`src/rtl/alu_op_dispatch.sv`:
```
// Single-transaction dispatcher: issues one ALU command to one of eight asynchronous
// function units over a four-phase req/ack handshake and returns the muxed result.
module alu_op_dispatch #(
  parameter int unsigned WIDTH   = 16,
  parameter int unsigned TIMEOUT = 32
) (
  input  logic             clk,
  input  logic             rst,
  input  logic             cmd_valid,
  output logic             cmd_ready,
  input  logic [2:0]       cmd_op,
  input  logic [WIDTH-1:0] cmd_a,
  input  logic [WIDTH-1:0] cmd_b,
  output logic [7:0]       unit_req,
  output logic [WIDTH-1:0] unit_a,
  output logic [WIDTH-1:0] unit_b,
  input  logic [7:0]       unit_ack,
  output logic [2:0]       unit_sel,
  input  logic [WIDTH-1:0] unit_result,
  output logic             rsp_valid,
  input  logic             rsp_ready,
  output logic [WIDTH-1:0] rsp_data,
  output logic [2:0]       rsp_op,
  output logic             rsp_err,
  output logic             busy
);

  typedef enum logic [1:0] {StIdle, StReq, StRel, StResp} state_e;

  // tcnt reaches TIMEOUT-1 one cycle before this compare fires, so a phase that never
  // completes leaves its state TIMEOUT+1 cycles after entry.
  localparam logic [7:0] TLimit = 8'(TIMEOUT);

  state_e           state_q, state_d;
  logic [2:0]       op_q;
  logic [WIDTH-1:0] a_q, b_q;
  logic [WIDTH-1:0] rsp_data_q;
  logic             rsp_err_q;
  logic             sync1_q, ack_s_q;
  logic [7:0]       tcnt_q;

  logic accept, capture, req_expire, rel_expire, tmo;

  always_comb begin
    state_d    = state_q;
    accept     = 1'b0;
    capture    = 1'b0;
    req_expire = 1'b0;
    rel_expire = 1'b0;
    tmo        = (tcnt_q == TLimit);
    unique case (state_q)
      StIdle: begin
        if (cmd_valid) begin
          accept  = 1'b1;
          state_d = StReq;
        end
      end
      StReq: begin
        if (ack_s_q) begin
          capture = 1'b1;
          state_d = StRel;
        end else if (tmo) begin
          req_expire = 1'b1;
          state_d    = StResp;
        end
      end
      StRel: begin
        if (!ack_s_q) begin
          state_d = StResp;
        end else if (tmo) begin
          rel_expire = 1'b1;
          state_d    = StResp;
        end
      end
      StResp: begin
        if (rsp_ready) state_d = StIdle;
      end
      default: state_d = StIdle;
    endcase
  end

  always_ff @(posedge clk or posedge rst) begin
    if (rst) begin
      state_q    <= StIdle;
      op_q       <= '0;
      a_q        <= '0;
      b_q        <= '0;
      rsp_data_q <= '0;
      rsp_err_q  <= 1'b0;
      sync1_q    <= 1'b0;
      ack_s_q    <= 1'b0;
      tcnt_q     <= '0;
    end else begin
      state_q <= state_d;
      if (accept) begin
        op_q <= cmd_op;
        a_q  <= cmd_a;
        b_q  <= cmd_b;
      end
      // Flush the synchronizer on accept so a stale ack from the previous unit
      // cannot be mistaken for the new unit's ack.
      if (accept) begin
        sync1_q <= 1'b0;
        ack_s_q <= 1'b0;
      end else begin
        sync1_q <= unit_ack[op_q];
        ack_s_q <= sync1_q;
      end
      if (state_d != state_q) begin
        tcnt_q <= '0;
      end else if (state_q == StReq || state_q == StRel) begin
        tcnt_q <= tcnt_q + 8'd1;
      end
      if (capture) begin
        rsp_data_q <= unit_result;
        rsp_err_q  <= 1'b0;
      end else if (req_expire) begin
        rsp_data_q <= '0;
        rsp_err_q  <= 1'b1;
      end else if (rel_expire) begin
        rsp_err_q <= 1'b1;
      end
    end
  end

  assign cmd_ready = (state_q == StIdle);
  assign busy      = (state_q != StIdle);
  assign rsp_valid = (state_q == StResp);
  assign unit_req  = (state_q == StReq) ? (8'b1 << op_q) : 8'b0;
  assign unit_sel  = op_q;
  assign unit_a    = a_q;
  assign unit_b    = b_q;
  assign rsp_data  = rsp_data_q;
  assign rsp_op    = op_q;
  assign rsp_err   = rsp_err_q;

endmodule
```
`config.mk`:
```
export PLATFORM = sky130hd
export DESIGN_NAME = alu_op_dispatch
export DESIGN_NICKNAME = d
export VERILOG_FILES = /design/src/rtl/alu_op_dispatch.sv
export SDC_FILE = /design/constraint.sdc
export NUM_CORES = 1
export LEC_CHECK = 0
export CAP_MARGIN = 15
export CELL_PAD_IN_SITES_DETAIL_PLACEMENT = 2
export CELL_PAD_IN_SITES_GLOBAL_PLACEMENT = 2
export CORE_MARGIN = 5
export CORE_UTILIZATION = 30
export CTS_CLUSTER_DIAMETER = 60
export DETAILED_ROUTE_END_ITERATION = 8
export DONT_BUFFER_PORTS = 1
export PLACE_DENSITY_LB_ADDON = 0.1
export SLEW_MARGIN = 20
export SYNTH_ARGS = -nofsm -noshare
export SYNTH_HDL_FRONTEND = slang
export SYNTH_SLANG_ARGS = --single-unit
```
`constraint.sdc`:
```
create_clock -name clk -period 1.7 [get_ports clk]
set_input_delay 0.085 -clock clk [delete_from_list [all_inputs] [get_ports clk]]
set_output_delay 0.085 -clock clk [all_outputs]
set_load 0.1 [all_outputs]
```
# Yosys cells after proc, flatten, opt, wreduce, memory -nomap -nowiden
# Cells that the tools add are included.
dict set report word_totals {
  ff_bits 64
  latchBits 0
  mem_bits_rw 0
  mem_bits_ro 0
  input_bits 63
  elab_cells 50
  n_memories 0
}
dict set report classes {
  addsub 1
  mul 0
  n_div 0
  n_lt_le_gt_ge 1
  eq_ne 5
  n_shift 1
  mux 27
  n_bitwise 0
  n_reduce_logical 6
}
# operator count
set op_table {}
lappend op_table {{$mux W16} 2}
lappend op_table {{$mux W8} 3}
lappend op_table {{$mux W1} 15}
lappend op_table {{$mux W2} 5}
lappend op_table {{$add A8 B1 Y8 const B} 1}
lappend op_table {{$eq A8 B6 Y1 const B} 1}
lappend op_table {{$pmux W2 S4} 1}
lappend op_table {{$shl A1 B3 Y8 const A} 1}
lappend op_table {{$reduce_bool A2 Y1} 3}
lappend op_table {{$eq A2 B2 Y1 const B} 2}
lappend op_table {{$lt A3 B4 Y1 const B} 1}
lappend op_table {{$bmux W1 S3} 1}
lappend op_table {{$reduce_bool A3 Y1} 1}
lappend op_table {{$eq A2 B1 Y1 const B} 1}
lappend op_table {{$logic_not A2 Y1} 1}
lappend op_table {{$ne A2 B2 Y1} 1}
lappend op_table {{$logic_or A1 B1 Y1} 1}

# Depth between registers and ports, before layout
# Gate-level depths: netlist (run 1).
dict set report depth {
  ltp_word 7
  mapped_depth 7
  ltp_nobuf 6
}

# Least setup slack after synthesis (run 1)
# Ideal clock, no wire load.
dict set report synth_path {
  path_kind {flip-flop to output port}
  startpoint {register op_q[1], in the netlist rsp_op[1]}
  endpoint {output port unit_req[2]}
  t_arrival_ps 3294
  t_required_ps 1615
  setup_slack_ps -1679
  stages_incl_launch_ff 3
  n_path_buf 0
  path_cell_list {dfrtp_1 nand2_1 nor3_1}
}
dict set report synth_between {
  elab_chain_len 2
}
# item line_no
set synth_rtl {}
lappend synth_rtl {{start, declared} 35} ;# logic [2:0] op_q;
lappend synth_rtl {{start signal, assigned} 96} ;# op_q <= cmd_op;
lappend synth_rtl {{$shl A1 B3 Y8} 129} ;# assign unit_req = (state_q == StReq) ? (8'b1 << op_q) : 8'b0;
lappend synth_rtl {{$mux W8} 129}
lappend synth_rtl {{end, declared} 14} ;# output logic [7:0] unit_req,
# Every way passes these cells.

# Final worst setup path (run 1)
dict set report layout_path {
  startpoint {register state_q[0]}
  endpoint {register tcnt_q[0]}
}
dict set report layout_between {
  elab_chain_len 5
  word_cells_on_any_way 14
  classes_between {4 x eq/ne; 7 x mux; 3 x reduce/logical}
}
# item line_no
set layout_rtl {}
lappend layout_rtl {{start, declared} 34} ;# state_e state_q, state_d;
lappend layout_rtl {{start signal, assigned} 84} ;# state_q <= StIdle;
lappend layout_rtl {{start signal, assigned} 94} ;# state_q <= state_d;
lappend layout_rtl {{$mux W2} {62, 70}}
lappend layout_rtl {{$mux W2 (on tied branches)} {68, 59}}
lappend layout_rtl {{$pmux W2 S4} 51} ;# unique case (state_q)
lappend layout_rtl {{$ne A2 B2 Y1} 109} ;# if (state_d != state_q) begin
lappend layout_rtl {{$mux W8 / $reduce_bool A2 Y1 (equally long branches)} --}
lappend layout_rtl {{end signal, assigned} 112} ;# tcnt_q <= tcnt_q + 8'd1;
lappend layout_rtl {{end, declared} 40} ;# logic [7:0] tcnt_q;
# Several ways; a longest one is shown, not always the timed one.
# A chain may end at the register's enable or synchronous reset.

==> metrics.txt, run 1 <==
# TYPE chip_impl_metric gauge
chip_impl_metric{name="post_route_cells_drive_above_1_share",unit=""} 0.507
chip_impl_metric{name="netlist_instances",unit=""} 211
chip_impl_metric{name="vias_per_cell",unit=""} 4.92
chip_impl_metric{name="syn_area_cell",unit="sq um"} 13.3
chip_impl_info{name="worst_setup_path_end_kind",value="register"} 1
chip_impl_metric{name="final_util",unit=""} 0.503
chip_impl_metric{name="fin_nets",unit=""} 415
chip_impl_metric{name="global_route.overflow_total",unit=""} 0
chip_impl_metric{name="die_h",unit="um"} 107
chip_impl_metric{name="syn2layout_area_growth",unit="%"} 64.4
chip_impl_metric{name="first_iter_violations",unit=""} 45
chip_impl_metric{name="setup_ws",unit="ns"} -0.0138
chip_impl_metric{name="arrival",unit="ns"} 1.94
chip_impl_metric{name="cts-buffers-inserted",unit=""} 9
chip_impl_metric{name="clkTransAtPathRegs",unit="ns"} 0.07
chip_impl_metric{name="groute.layer.met3.usage",unit=""} 0.0572
chip_impl_metric{name="critical_path_fanout_max",unit=""} 7
chip_impl_info{name="failed_checks",value="setup timing"} 1
chip_impl_metric{name="vias_in_the_first_global_route",unit=""} 2749
chip_impl_metric{name="placement.io_buffers",unit=""} 0
chip_impl_metric{name="detailedRoute.firstPassIterationCount",unit=""} 4
chip_impl_metric{name="coreArea",unit="sq mm"} 0.00920
chip_impl_metric{name="drc_markers",unit=""} 0
chip_impl_metric{name="synth_enable_flop_cells",unit=""} 0
chip_impl_metric{name="synth_seq_area_share",unit=""} 0.569
chip_impl_metric{name="dpl.hpwl",unit="um"} 6460
chip_impl_metric{name="via_count",unit=""} 2272
chip_impl_info{name="synth.top_cells.by_area",value="sky130_fd_sc_hd__dfrtp_1 57%, sky130_fd_sc_hd__mux2_2 14%, sky130_fd_sc_hd__a22o_1 5.0%"} 1
chip_impl_metric{name="clockBufferDepth",unit=""} 2
chip_impl_metric{name="synth.top_cell.area_share",unit=""} 0.569
chip_impl_metric{name="initial_antenna_violation_count",unit=""} 0
chip_impl_metric{name="routed_wl",unit="um"} 9990
chip_impl_metric{name="latest_clock_arrival_within_the_worst_skew_pair",unit="ns"} 0.35
chip_impl_metric{name="use_met1",unit=""} 0.190
chip_impl_info{name="cts_tree",value="done"} 1
chip_impl_info{name="synthMostInstantiatedCell",value="sky130_fd_sc_hd__dfrtp_1"} 1
chip_impl_metric{name="setup_viol",unit=""} 7
chip_impl_metric{name="n_fill_cell",unit=""} 891
chip_impl_metric{name="initial_utilization",unit=""} 0.306
chip_impl_metric{name="chipWidth",unit="um"} 107
chip_impl_metric{name="grt_start_max_net_pins",unit=""} 46
chip_impl_metric{name="timing.final.hold_violations",unit=""} 0
chip_impl_metric{name="critical_path_required",unit="ns"} 1.93
chip_impl_metric{name="clock_tree.htree_level_count",unit=""} 3
chip_impl_metric{name="ant_nets",unit=""} 0
chip_impl_metric{name="setup_total_negative_slack",unit="ns"} -0.0427
chip_impl_metric{name="wl_per_cell",unit="um"} 21.6
chip_impl_metric{name="worst-slew-pin-transition",unit="ns"} 0.558
chip_impl_metric{name="finalWeightedCongestion",unit=""} 0.798
chip_impl_metric{name="grt_first_pass_wirelength",unit="um"} 15500
chip_impl_metric{name="clock_sink_total",unit=""} 64
chip_impl_metric{name="final.hold.worst_slack",unit="ns"} 0.102
chip_impl_info{name="synth_top_cells_by_count",value="64 x sky130_fd_sc_hd__dfrtp_1, 35 x sky130_fd_sc_hd__mux2_2, 16 x sky130_fd_sc_hd__a22o_1, 13 x sky130_fd_sc_hd__nor2_1, 12 x sky130_fd_sc_hd__nor3_1"} 1
chip_impl_info{name="cts_root_buffer",value="sky130_fd_sc_hd__clkbuf_8"} 1
chip_impl_metric{name="synth.ff_latch_count",unit=""} 64
chip_impl_metric{name="period_minus_slack",unit="ns"} 1.71
chip_impl_metric{name="std_cell_rows",unit=""} 35
chip_impl_metric{name="synth.cell_area",unit="sq mm"} 0.00281
chip_impl_metric{name="pin_count",unit=""} 129
chip_impl_metric{name="synth.lib_cells_used.distinct",unit=""} 35
chip_impl_metric{name="synth_async_sr_flop_share",unit=""} 1.00
chip_impl_metric{name="max_cap_viol_count",unit=""} 0
chip_impl_metric{name="groute.usage.overall",unit=""} 0.178
chip_impl_metric{name="antenna_cells_inserted",unit=""} 0
chip_impl_metric{name="synthesis.nets",unit=""} 280
chip_impl_info{name="rsz_0062_raised_after_global_routing",value="true"} 1
chip_impl_metric{name="report.final.slew_viol_count",unit=""} 0
chip_impl_metric{name="synth_warnings",unit=""} 0
chip_impl_info{name="result_of_the_run",value="complete, but fails checks"} 1
chip_impl_metric{name="die_area",unit="sq mm"} 0.0114
chip_impl_info{name="busiest_layer",value="met2"} 1
chip_impl_metric{name="clock-skew-final",unit="ns"} 0.0111
chip_impl_info{name="critical_path.startpoint_type",value="register"} 1
chip_impl_metric{name="post-route-period-util",unit=""} 1.01
chip_impl_metric{name="timing.slew.headroom",unit=""} 0.628
chip_impl_metric{name="grt.met2_usage",unit=""} 0.336
chip_impl_metric{name="max_freq",unit="MHz"} 583
chip_impl_info{name="timing.hold.worst.class",value="primary input to register"} 1
chip_impl_info{name="worst-setup-path-type",value="register to register"} 1
chip_impl_info{name="yosys_most_used_dff",value="sky130_fd_sc_hd__dfrtp_1"} 1
chip_impl_info{name="yosys.area.top_type",value="sky130_fd_sc_hd__dfrtp_1"} 1
==> registers in the layout, indices dropped and copies added, names as in the netlist, 2 cells and up <==
signal	cells
unit_b	16
state_q	2
tcnt_q	8
rsp_op	3
rsp_data	16
unit_a	16
==> placed cells by master, fill, tap and decap left out, types with 2 or more instances in the layout <==
cell type                       netlist  layout
sky130_fd_sc_hd__dfrtp_1             64      59
sky130_fd_sc_hd__ha_1                 6       2
sky130_fd_sc_hd__inv_1                8       4
sky130_fd_sc_hd__nand2b_1             4       2
sky130_fd_sc_hd__ha_4                 0       2
sky130_fd_sc_hd__a21oi_1              2       2
sky130_fd_sc_hd__buf_4                7      66
sky130_fd_sc_hd__mux2i_1              2       2
sky130_fd_sc_hd__clkinvlp_4           0       4
sky130_fd_sc_hd__buf_12               0      14
sky130_fd_sc_hd__nand2_1              6       5
sky130_fd_sc_hd__a22o_1              16      16
sky130_fd_sc_hd__nor3_2               0       5
sky130_fd_sc_hd__mux4_2               2       2
sky130_fd_sc_hd__xnor2_1              4       4
sky130_fd_sc_hd__nand3_1              2       2
sky130_fd_sc_hd__buf_6                0       4
sky130_fd_sc_hd__nor3_4               0       2
sky130_fd_sc_hd__clkbuf_8             0       9
sky130_fd_sc_hd__ha_2                 0       2
sky130_fd_sc_hd__nor3_1              12       5
sky130_fd_sc_hd__nand4_1              2       2
sky130_fd_sc_hd__xor2_1               3       3
sky130_fd_sc_hd__inv_2                0       2
sky130_fd_sc_hd__dlygate4sd3_1        0      52
sky130_fd_sc_hd__mux2_2              35      35
sky130_fd_sc_hd__nor2_4               0       7
sky130_fd_sc_hd__nor2_1              13       6
sky130_fd_sc_hd__clkinv_2             0       2
sky130_fd_sc_hd__nand2b_4             0       2
sky130_fd_sc_hd__dfrtp_2              0       5
==> path summary, 6_finish.rpt <==
path,from,endpoint,slack (ns),cells after the start
worst max register to register,state_q[0],tcnt_q[0],-0.01,7
worst min register to register,sync1_q,ack_s_q,0.50,1
min in group asynchronous,rst,unit_a[13],0.22,2
worst max-delay path,state_q[0],tcnt_q[0],-0.01,7
max in group asynchronous,rst,unit_b[14],0.87,3
worst min-delay path,rsp_ready,state_q[1],0.10,3
==> layer usage <==
| layer | part of all wire | vias up |
|---|---|---|
| li1 | - | 1014 |
| met1 | 0.37 | 1157 |
| met2 | 0.55 | 87 |
| met3 | 0.068 | 14 |
| met4 | 0.015 | 0 |
| met5 | 0 | - |
==> kinds of logic (layout without fill, tap and decap cells) <==
| kind of cell | Yosys count | count (layout) | share of synthesized area |
|---|---|---|---|
| flops | 64 | 64 | 0.569 |
| mux | 39 | 39 | 0.163 |
| xor+xnor | 7 | 7 | 0.0218 |
| simple gates | 47 | 47 | 0.0903 |
| buf+inv | 20 | 160 | 0.0374 |
| compound gates | 28 | 28 | 0.0912 |
| fa+ha+maj | 6 | 6 | 0.0267 |
==> area by class of cell <==
cell class | count | area (sq um) | share of cell area
Tap cell | 111 | 139 | 0.0300
Timing Repair Buffer | 136 | 1340 | 0.290
Inverter | 8 | 36.3 | 0.00785
Clock inverter | 7 | 71.3 | 0.0154
Multi-Input combinational cell | 127 | 1310 | 0.282
Clock buffer | 9 | 124 | 0.0268
Sequential cell | 64 | 1610 | 0.348
==> through the flow <==
| stage | instance area [sq um] | setup slack [ns] | instances |
|---|---|---|---|
| final | 4620 | -0.0138 | 462 |
| after global routing | 4620 | -0.0668 | 462 |
| after CTS | 4520 | -0.0100 | 458 |
| after detailed placement | 3660 | -0.188 | 383 |
| after global placement | 3660 | -0.0478 | 383 |
| after floorplan | 2930 | -0.461 | 211 |
==> what timing repair did <==
item / CTS / global route
hold buffers: 52 / 0
pin swaps: 4 / 4
gates cloned: 0 / 0
setup buffers: 7 / 5
resized for setup: 22 / 7
endpoints found under the hold margin: 70 / 0
endpoints found under the setup margin: 19 / 16
==> critical path, stage by stage (launching register included) <==
cell	delay [ns]
sky130_fd_sc_hd__dfrtp_2	0.45
sky130_fd_sc_hd__inv_2	0.11
sky130_fd_sc_hd__ha_4	0.20
sky130_fd_sc_hd__and2_4	0.21
sky130_fd_sc_hd__a31oi_4	0.06
sky130_fd_sc_hd__a221oi_4	0.32
sky130_fd_sc_hd__buf_6	0.18
sky130_fd_sc_hd__nor3_1	0.06
Power of run 1 is not shown: default switching activity piles up to over one toggle a cycle in this logic, so the estimate is an artifact.
==> run 2, diff against run 1 <==
- CORE_UTILIZATION: 30 -> 24
==> run 2 against run 1 <==
- the flow now finishes without violations
- worst hold slack improved by 0.028 ns
- register-to-register slack improved by 0.02 ns
- clock-buffer cell count rose by 1
- via count fell by 0.40%
- sequential cell count did not move
- cell area rose by 2.4%
- first-iteration DRC count rose by 47%
- critical endpoint is now unit_b[5]
==> metrics.txt, run 2 (synthesis results as in run 1) <==
# TYPE chip_impl_metric gauge
chip_impl_info{name="result_of_the_run",value="completed"} 1
chip_impl_metric{name="grt_first_pass_wirelength",unit="um"} 15300
chip_impl_info{name="rsz_0062_raised_after_global_routing",value="true"} 1
chip_impl_metric{name="max_freq",unit="MHz"} 589
chip_impl_metric{name="clock_sink_total",unit=""} 64
chip_impl_metric{name="setup_ws",unit="ns"} 0.00319
chip_impl_metric{name="clock-skew-final",unit="ns"} 0.00735
chip_impl_info{name="worst-setup-path-type",value="register to register"} 1
chip_impl_metric{name="dpl.hpwl",unit="um"} 6490
chip_impl_metric{name="final.hold.worst_slack",unit="ns"} 0.130
chip_impl_metric{name="max_cap_viol_count",unit=""} 0
chip_impl_info{name="worst_setup_path_end_kind",value="register"} 1
chip_impl_info{name="worst_r2r_endpoint",value="unit_b[5]"} 1
chip_impl_metric{name="first_iter_violations",unit=""} 66
chip_impl_metric{name="coreArea",unit="sq mm"} 0.0115
chip_impl_metric{name="post-route-period-util",unit=""} 0.998
chip_impl_metric{name="pre_cts_ws",unit="ns"} -0.157
chip_impl_info{name="highest_count_cells_in_the_layout_ignoring_fill_and_taps",value="66 x sky130_fd_sc_hd__buf_4, 59 x sky130_fd_sc_hd__dfrtp_1, 52 x sky130_fd_sc_hd__dlygate4sd3_1"} 1
chip_impl_metric{name="report.final.slew_viol_count",unit=""} 0
chip_impl_metric{name="fin_nets",unit=""} 412
chip_impl_metric{name="timing.slew.headroom",unit=""} 0.533
chip_impl_metric{name="initial_antenna_violation_count",unit=""} 0
chip_impl_metric{name="pin_count",unit=""} 129
chip_impl_info{name="whs_endpoint",value="state_q[1]"} 1
chip_impl_metric{name="cts-buffers-inserted",unit=""} 9
chip_impl_info{name="worstHoldStart",value="cmd_valid"} 1
chip_impl_metric{name="clock_tree.htree_level_count",unit=""} 3
chip_impl_metric{name="design_area",unit="sq mm"} 0.00474
chip_impl_metric{name="groute.usage.overall",unit=""} 0.137
chip_impl_info{name="cts_root_buffer",value="sky130_fd_sc_hd__clkbuf_16"} 1
chip_impl_metric{name="multi_input_comb_area",unit="sq mm"} 0.00133
chip_impl_metric{name="critical_path_required",unit="ns"} 1.90
chip_impl_metric{name="vias_per_cell",unit=""} 4.61
chip_impl_metric{name="setup_viol",unit=""} 0
chip_impl_metric{name="wl_per_cell",unit="um"} 19.2
chip_impl_info{name="worst_path_dominant_cell_family",value="flip-flops"} 1
chip_impl_metric{name="ant_nets",unit=""} 0
chip_impl_info{name="crit_chain",value="inv_4 -> ha_4 -> and2_4 -> buf_12 -> mux2_2"} 1
chip_impl_metric{name="place_area",unit="sq mm"} 0.00373
chip_impl_metric{name="grt_start_max_net_pins",unit=""} 35
chip_impl_metric{name="timing.final.hold_violations",unit=""} 0
chip_impl_info{name="critical_path.reg2reg.startpoint",value="state_q[0]"} 1
chip_impl_info{name="cts_tree",value="done"} 1
chip_impl_metric{name="drc_markers",unit=""} 0
chip_impl_metric{name="worstRegToRegCells",unit=""} 5
chip_impl_metric{name="std_cell_rows",unit=""} 39
chip_impl_metric{name="r2r_setup_slack",unit="ns"} 0.003
chip_impl_metric{name="n_fill_cell",unit=""} 1126
chip_impl_metric{name="slowest_delay",unit="ns"} 0.46
chip_impl_metric{name="clockBufferDepth",unit=""} 2
chip_impl_metric{name="initial_utilization",unit=""} 0.245
chip_impl_metric{name="antenna_cells_inserted",unit=""} 0
chip_impl_metric{name="critical_path_fanout_max",unit=""} 27
chip_impl_metric{name="via_count",unit=""} 2263
chip_impl_metric{name="post_route_cells_drive_above_1_share",unit=""} 0.503
chip_impl_metric{name="die_area",unit="sq mm"} 0.0140
chip_impl_metric{name="vias_in_the_first_global_route",unit=""} 2740
chip_impl_metric{name="period_minus_slack",unit="ns"} 1.70
chip_impl_metric{name="regArea",unit="sq mm"} 0.00161
chip_impl_metric{name="finalWeightedCongestion",unit=""} 0.714
chip_impl_metric{name="chipWidth",unit="um"} 118
chip_impl_metric{name="routed_wl",unit="um"} 9430
chip_impl_info{name="critical_path.startpoint_type",value="register"} 1
chip_impl_metric{name="placement.io_buffers",unit=""} 0
chip_impl_metric{name="syn2layout_area_growth",unit="%"} 68.4
chip_impl_metric{name="worst-slew-pin-transition",unit="ns"} 0.699
chip_impl_info{name="timing.hold.worst.class",value="primary input to register"} 1
chip_impl_metric{name="arrival",unit="ns"} 1.90
chip_impl_metric{name="worst-path-buf-inv",unit=""} 2
chip_impl_metric{name="latest_clock_arrival_within_the_worst_skew_pair",unit="ns"} 0.32
chip_impl_metric{name="global_route.overflow_total",unit=""} 0
chip_impl_metric{name="detailedRoute.firstPassIterationCount",unit=""} 4
chip_impl_metric{name="clkTransAtPathRegs",unit="ns"} 0.06
chip_impl_info{name="crit_path_top_delay_cell",value="sky130_fd_sc_hd__dfrtp_2"} 1
chip_impl_info{name="most_common_cell_after_layout_fill_and_taps_aside",value="sky130_fd_sc_hd__buf_4"} 1
chip_impl_metric{name="min_path_cells",unit=""} 3
chip_impl_metric{name="die_h",unit="um"} 118
==> run 2: through the flow <==
step / setup TNS, ns / cells / util
final: 0 / 491 / 0.413
after floorplan: -9.76 / 211 / -
after detailed placement: -1.11 / 419 / 0.325
after CTS: -0.0455 / 489 / 0.408
after global placement: -0.415 / 419 / 0.325
after global routing: -1.56 / 491 / 0.413
==> run 2: worst register-to-register path, cell delays in order, from the launching register on <==
cell and delay, ns:
sky130_fd_sc_hd__dfrtp_2 0.46, sky130_fd_sc_hd__inv_4 0.10, sky130_fd_sc_hd__ha_4 0.20, sky130_fd_sc_hd__and2_4 0.22
sky130_fd_sc_hd__buf_12 0.21, sky130_fd_sc_hd__mux2_2 0.38
==> run 2: worst max-delay path by stage <==
stage	cells past startpoint	endpoint	slack, ns	start
after floorplan	6	state_q[0]	-0.46	state_q[1]
after global placement	6	tcnt_q[4]	-0.05	state_q[1]
after detailed placement	6	tcnt_q[5]	-0.16	state_q[1]
after CTS	6	unit_req[0]	-0.03	state_q[1]
after global routing	6	unit_req[0]	-0.07	state_q[1]
final	5	unit_b[5]	0.003	state_q[0]
==> run 2: layout make-up <==
cell class	instances	share of cell area
Timing Repair Buffer	133	0.269
Clock buffer	10	0.0483
Multi-Input combinational cell	127	0.280
Sequential cell	64	0.339
Inverter	8	0.00819
Clock inverter	6	0.0177
Tap cell	143	0.0378
==> run 2: routing by layer <==
layer,part of all wire,global-route usage
met1,0.40,0.158
met2,0.53,0.242
met5,0,0
met3,0.048,0.0387
met4,0.018,0.0523
==> run 2: timing repair <==
item | in CTS | in global routing
setup buffers | 2 | 2
hold endpoints to repair | 81 | 0
resized for setup | 21 | 11
hold buffers | 52 | 0
endpoints found under the setup margin | 17 | 41
pin swaps | 4 | 4
Power of run 2 is left out for the same reason.
==> run 3, diff against run 2 <==
- CORE_ASPECT_RATIO: unset -> 1.4
- CORE_UTILIZATION: 24 -> 35
- RECOVER_POWER: unset -> 50
==> run 3 against run 2 <==
- the flow now finishes with violations (setup timing)
- routed wire length rose by 58%
- register-to-register slack got worse by 0.24 ns
- critical path depth rose by 3
- worst setup slack got worse by 0.24 ns
- clock skew rose by 0.0036 ns
- sequential share of layout area fell by 0.18 points
- via count rose by 11%
- worst hold slack improved by 0.067 ns
- non-clock buffer count rose by 8
- cell area rose by 0.53%
- utilization rose by 20 points
- global-route usage rose by 13 points
- largest cell class unchanged
==> metrics.txt, run 3 (synthesis results as in run 1) <==
# TYPE chip_impl_metric gauge
chip_impl_metric{name="pin_count",unit=""} 129
chip_impl_metric{name="vias_per_cell",unit=""} 5.53
chip_impl_metric{name="syn2layout_area_growth",unit="%"} 69.3
chip_impl_metric{name="finalWeightedCongestion",unit=""} 0.746
chip_impl_metric{name="n_fill_cell",unit=""} 655
chip_impl_metric{name="grt_start_max_net_pins",unit=""} 41
chip_impl_metric{name="report.final.slew_viol_count",unit=""} 0
chip_impl_info{name="cts_tree",value="done"} 1
chip_impl_metric{name="clkTransAtPathRegs",unit="ns"} 0.08
chip_impl_metric{name="regArea",unit="sq mm"} 0.00161
chip_impl_metric{name="cts-buffers-inserted",unit=""} 9
chip_impl_metric{name="worst-slew-pin-transition",unit="ns"} 1.08
chip_impl_metric{name="die_area",unit="sq mm"} 0.00995
chip_impl_metric{name="detailedRoute.firstPassIterationCount",unit=""} 4
chip_impl_metric{name="die_h",unit="um"} 116
chip_impl_metric{name="timing.final.hold_violations",unit=""} 0
chip_impl_metric{name="dpl.hpwl",unit="um"} 6710
chip_impl_metric{name="fin_nets",unit=""} 420
chip_impl_metric{name="clock_tree.htree_level_count",unit=""} 3
chip_impl_metric{name="timing.slew.headroom",unit=""} 0.281
chip_impl_metric{name="multi_input_comb_area",unit="sq mm"} 0.00137
chip_impl_info{name="critical_path.startpoint_type",value="register"} 1
chip_impl_info{name="failed_checks",value="setup timing"} 1
chip_impl_metric{name="initial_utilization",unit=""} 0.361
chip_impl_metric{name="critical_path_required",unit="ns"} 1.96
chip_impl_metric{name="via_count",unit=""} 2521
chip_impl_metric{name="setup_viol",unit=""} 26
chip_impl_info{name="worst-setup-path-type",value="register to register"} 1
chip_impl_metric{name="coreArea",unit="sq mm"} 0.00780
chip_impl_metric{name="arrival",unit="ns"} 2.20
chip_impl_info{name="timing.hold.worst.class",value="primary input to register"} 1
chip_impl_metric{name="grt_first_pass_wirelength",unit="um"} 19100
chip_impl_metric{name="post-route-period-util",unit=""} 1.14
chip_impl_info{name="most_common_cell_after_layout_fill_and_taps_aside",value="sky130_fd_sc_hd__dfrtp_1"} 1
chip_impl_metric{name="critical_path_fanout_max",unit=""} 8
chip_impl_metric{name="clock-skew-final",unit="ns"} 0.0109
chip_impl_metric{name="routed_wl",unit="um"} 14900
chip_impl_metric{name="setup_total_negative_slack",unit="ns"} -2.39
chip_impl_info{name="cts_root_buffer",value="sky130_fd_sc_hd__clkbuf_8"} 1
chip_impl_metric{name="initial_antenna_violation_count",unit=""} 0
chip_impl_metric{name="pre_cts_ws",unit="ns"} -0.210
chip_impl_metric{name="clock_sink_total",unit=""} 64
chip_impl_metric{name="drc_markers",unit=""} 0
chip_impl_metric{name="ant_nets",unit=""} 0
chip_impl_metric{name="period_minus_slack",unit="ns"} 1.94
chip_impl_metric{name="global_route.overflow_total",unit=""} 0
chip_impl_info{name="highest_count_cells_in_the_layout_ignoring_fill_and_taps",value="59 x sky130_fd_sc_hd__dfrtp_1, 54 x sky130_fd_sc_hd__buf_4, 52 x sky130_fd_sc_hd__dlygate4sd3_1"} 1
chip_impl_metric{name="setup_ws",unit="ns"} -0.242
chip_impl_metric{name="wl_per_cell",unit="um"} 32.7
chip_impl_info{name="result_of_the_run",value="complete, but fails checks"} 1
chip_impl_metric{name="clockBufferDepth",unit=""} 2
chip_impl_metric{name="groute.usage.overall",unit=""} 0.268
chip_impl_metric{name="post_route_cells_drive_above_1_share",unit=""} 0.525
chip_impl_metric{name="antenna_cells_inserted",unit=""} 0
chip_impl_metric{name="max_freq",unit="MHz"} 515
chip_impl_metric{name="std_cell_rows",unit=""} 38
chip_impl_metric{name="placement.io_buffers",unit=""} 0
chip_impl_metric{name="chipWidth",unit="um"} 85.8
chip_impl_metric{name="latest_clock_arrival_within_the_worst_skew_pair",unit="ns"} 0.36
chip_impl_metric{name="first_iter_violations",unit=""} 73
chip_impl_metric{name="max_cap_viol_count",unit=""} 0
chip_impl_metric{name="vias_in_the_first_global_route",unit=""} 2948
chip_impl_info{name="rsz_0062_raised_after_global_routing",value="true"} 1
chip_impl_info{name="worst_setup_path_end_kind",value="register"} 1
chip_impl_metric{name="r2r_setup_slack",unit="ns"} -0.24
==> run 3: changes by cell type in the layout (fill, tap and decap cells not counted), sizes merged <==
| cell | change |
|---|---|
| clkinv | -3 |
| clkinvlp | +1 |
| bufinv | +1 |
| buf | -6 |
| clkbuf | +15 |
==> run 3: worst max-delay path, stage by stage, from the launching register on <==
cell and delay, ns:
sky130_fd_sc_hd__dfrtp_2 0.49, sky130_fd_sc_hd__inv_4 0.11, sky130_fd_sc_hd__ha_4 0.18, sky130_fd_sc_hd__buf_4 0.13
sky130_fd_sc_hd__nor2_1 0.08, sky130_fd_sc_hd__a211oi_2 0.31, sky130_fd_sc_hd__a22oi_2 0.14, sky130_fd_sc_hd__buf_6 0.17
sky130_fd_sc_hd__nor3_2 0.24
==> run 3: routing by layer <==
layer  vias to the layer above  part of all wire  global-route usage
met1                      1348              0.35               0.278
met3                        30             0.050              0.0626
met4                         0             0.032               0.102
met2                       117              0.57               0.515
li1                       1026                 -                   -
met5                         -                 0                   0
==> run 3: layout make-up <==
type,instances,share of cell area
clock inverter,5,0.0215
inverter,8,0.00815
clock buffer,11,0.0318
tap,100,0.0263
multi-input combinational,127,0.287
sequential,64,0.338
timing repair buffer,141,0.288
==> run 3: path summary, 6_finish.rpt <==
kind,startpoint,end,cells after the start
setup / recovery,state_q[0],tcnt_q[1],8
hold / removal,unit_ack[4],sync1_q,3
setup reg to reg,state_q[0],tcnt_q[1],8
hold reg to reg,unit_a[5],unit_a[5],1
max in group asynchronous,rst,tcnt_q[5],3
min in group asynchronous,rst,unit_a[3],2
==> run 3: metrics by stage <==
step | hold WS [ns] | util | cells | cell area [sq um]
finish | 0.197 | 0.611 | 456 | 4760
floorplan | 0.225 | - | 211 | 2930
global placement | 0.0556 | 0.469 | 374 | 3660
CTS | 0.147 | 0.595 | 449 | 4640
global route | 0.197 | 0.611 | 456 | 4760
detailed placement | 0.0682 | 0.469 | 374 | 3660
==> run 3: what timing repair did <==
action / in CTS / in global routing
gates cloned: 0 / 1
hold buffers: 52 / 0
setup endpoints to repair: 26 / 54
hold endpoints to repair: 75 / 0
pin swaps: 9 / 13
resized for setup: 32 / 16
setup buffers: 7 / 6
Power of run 3 is left out for the same reason.
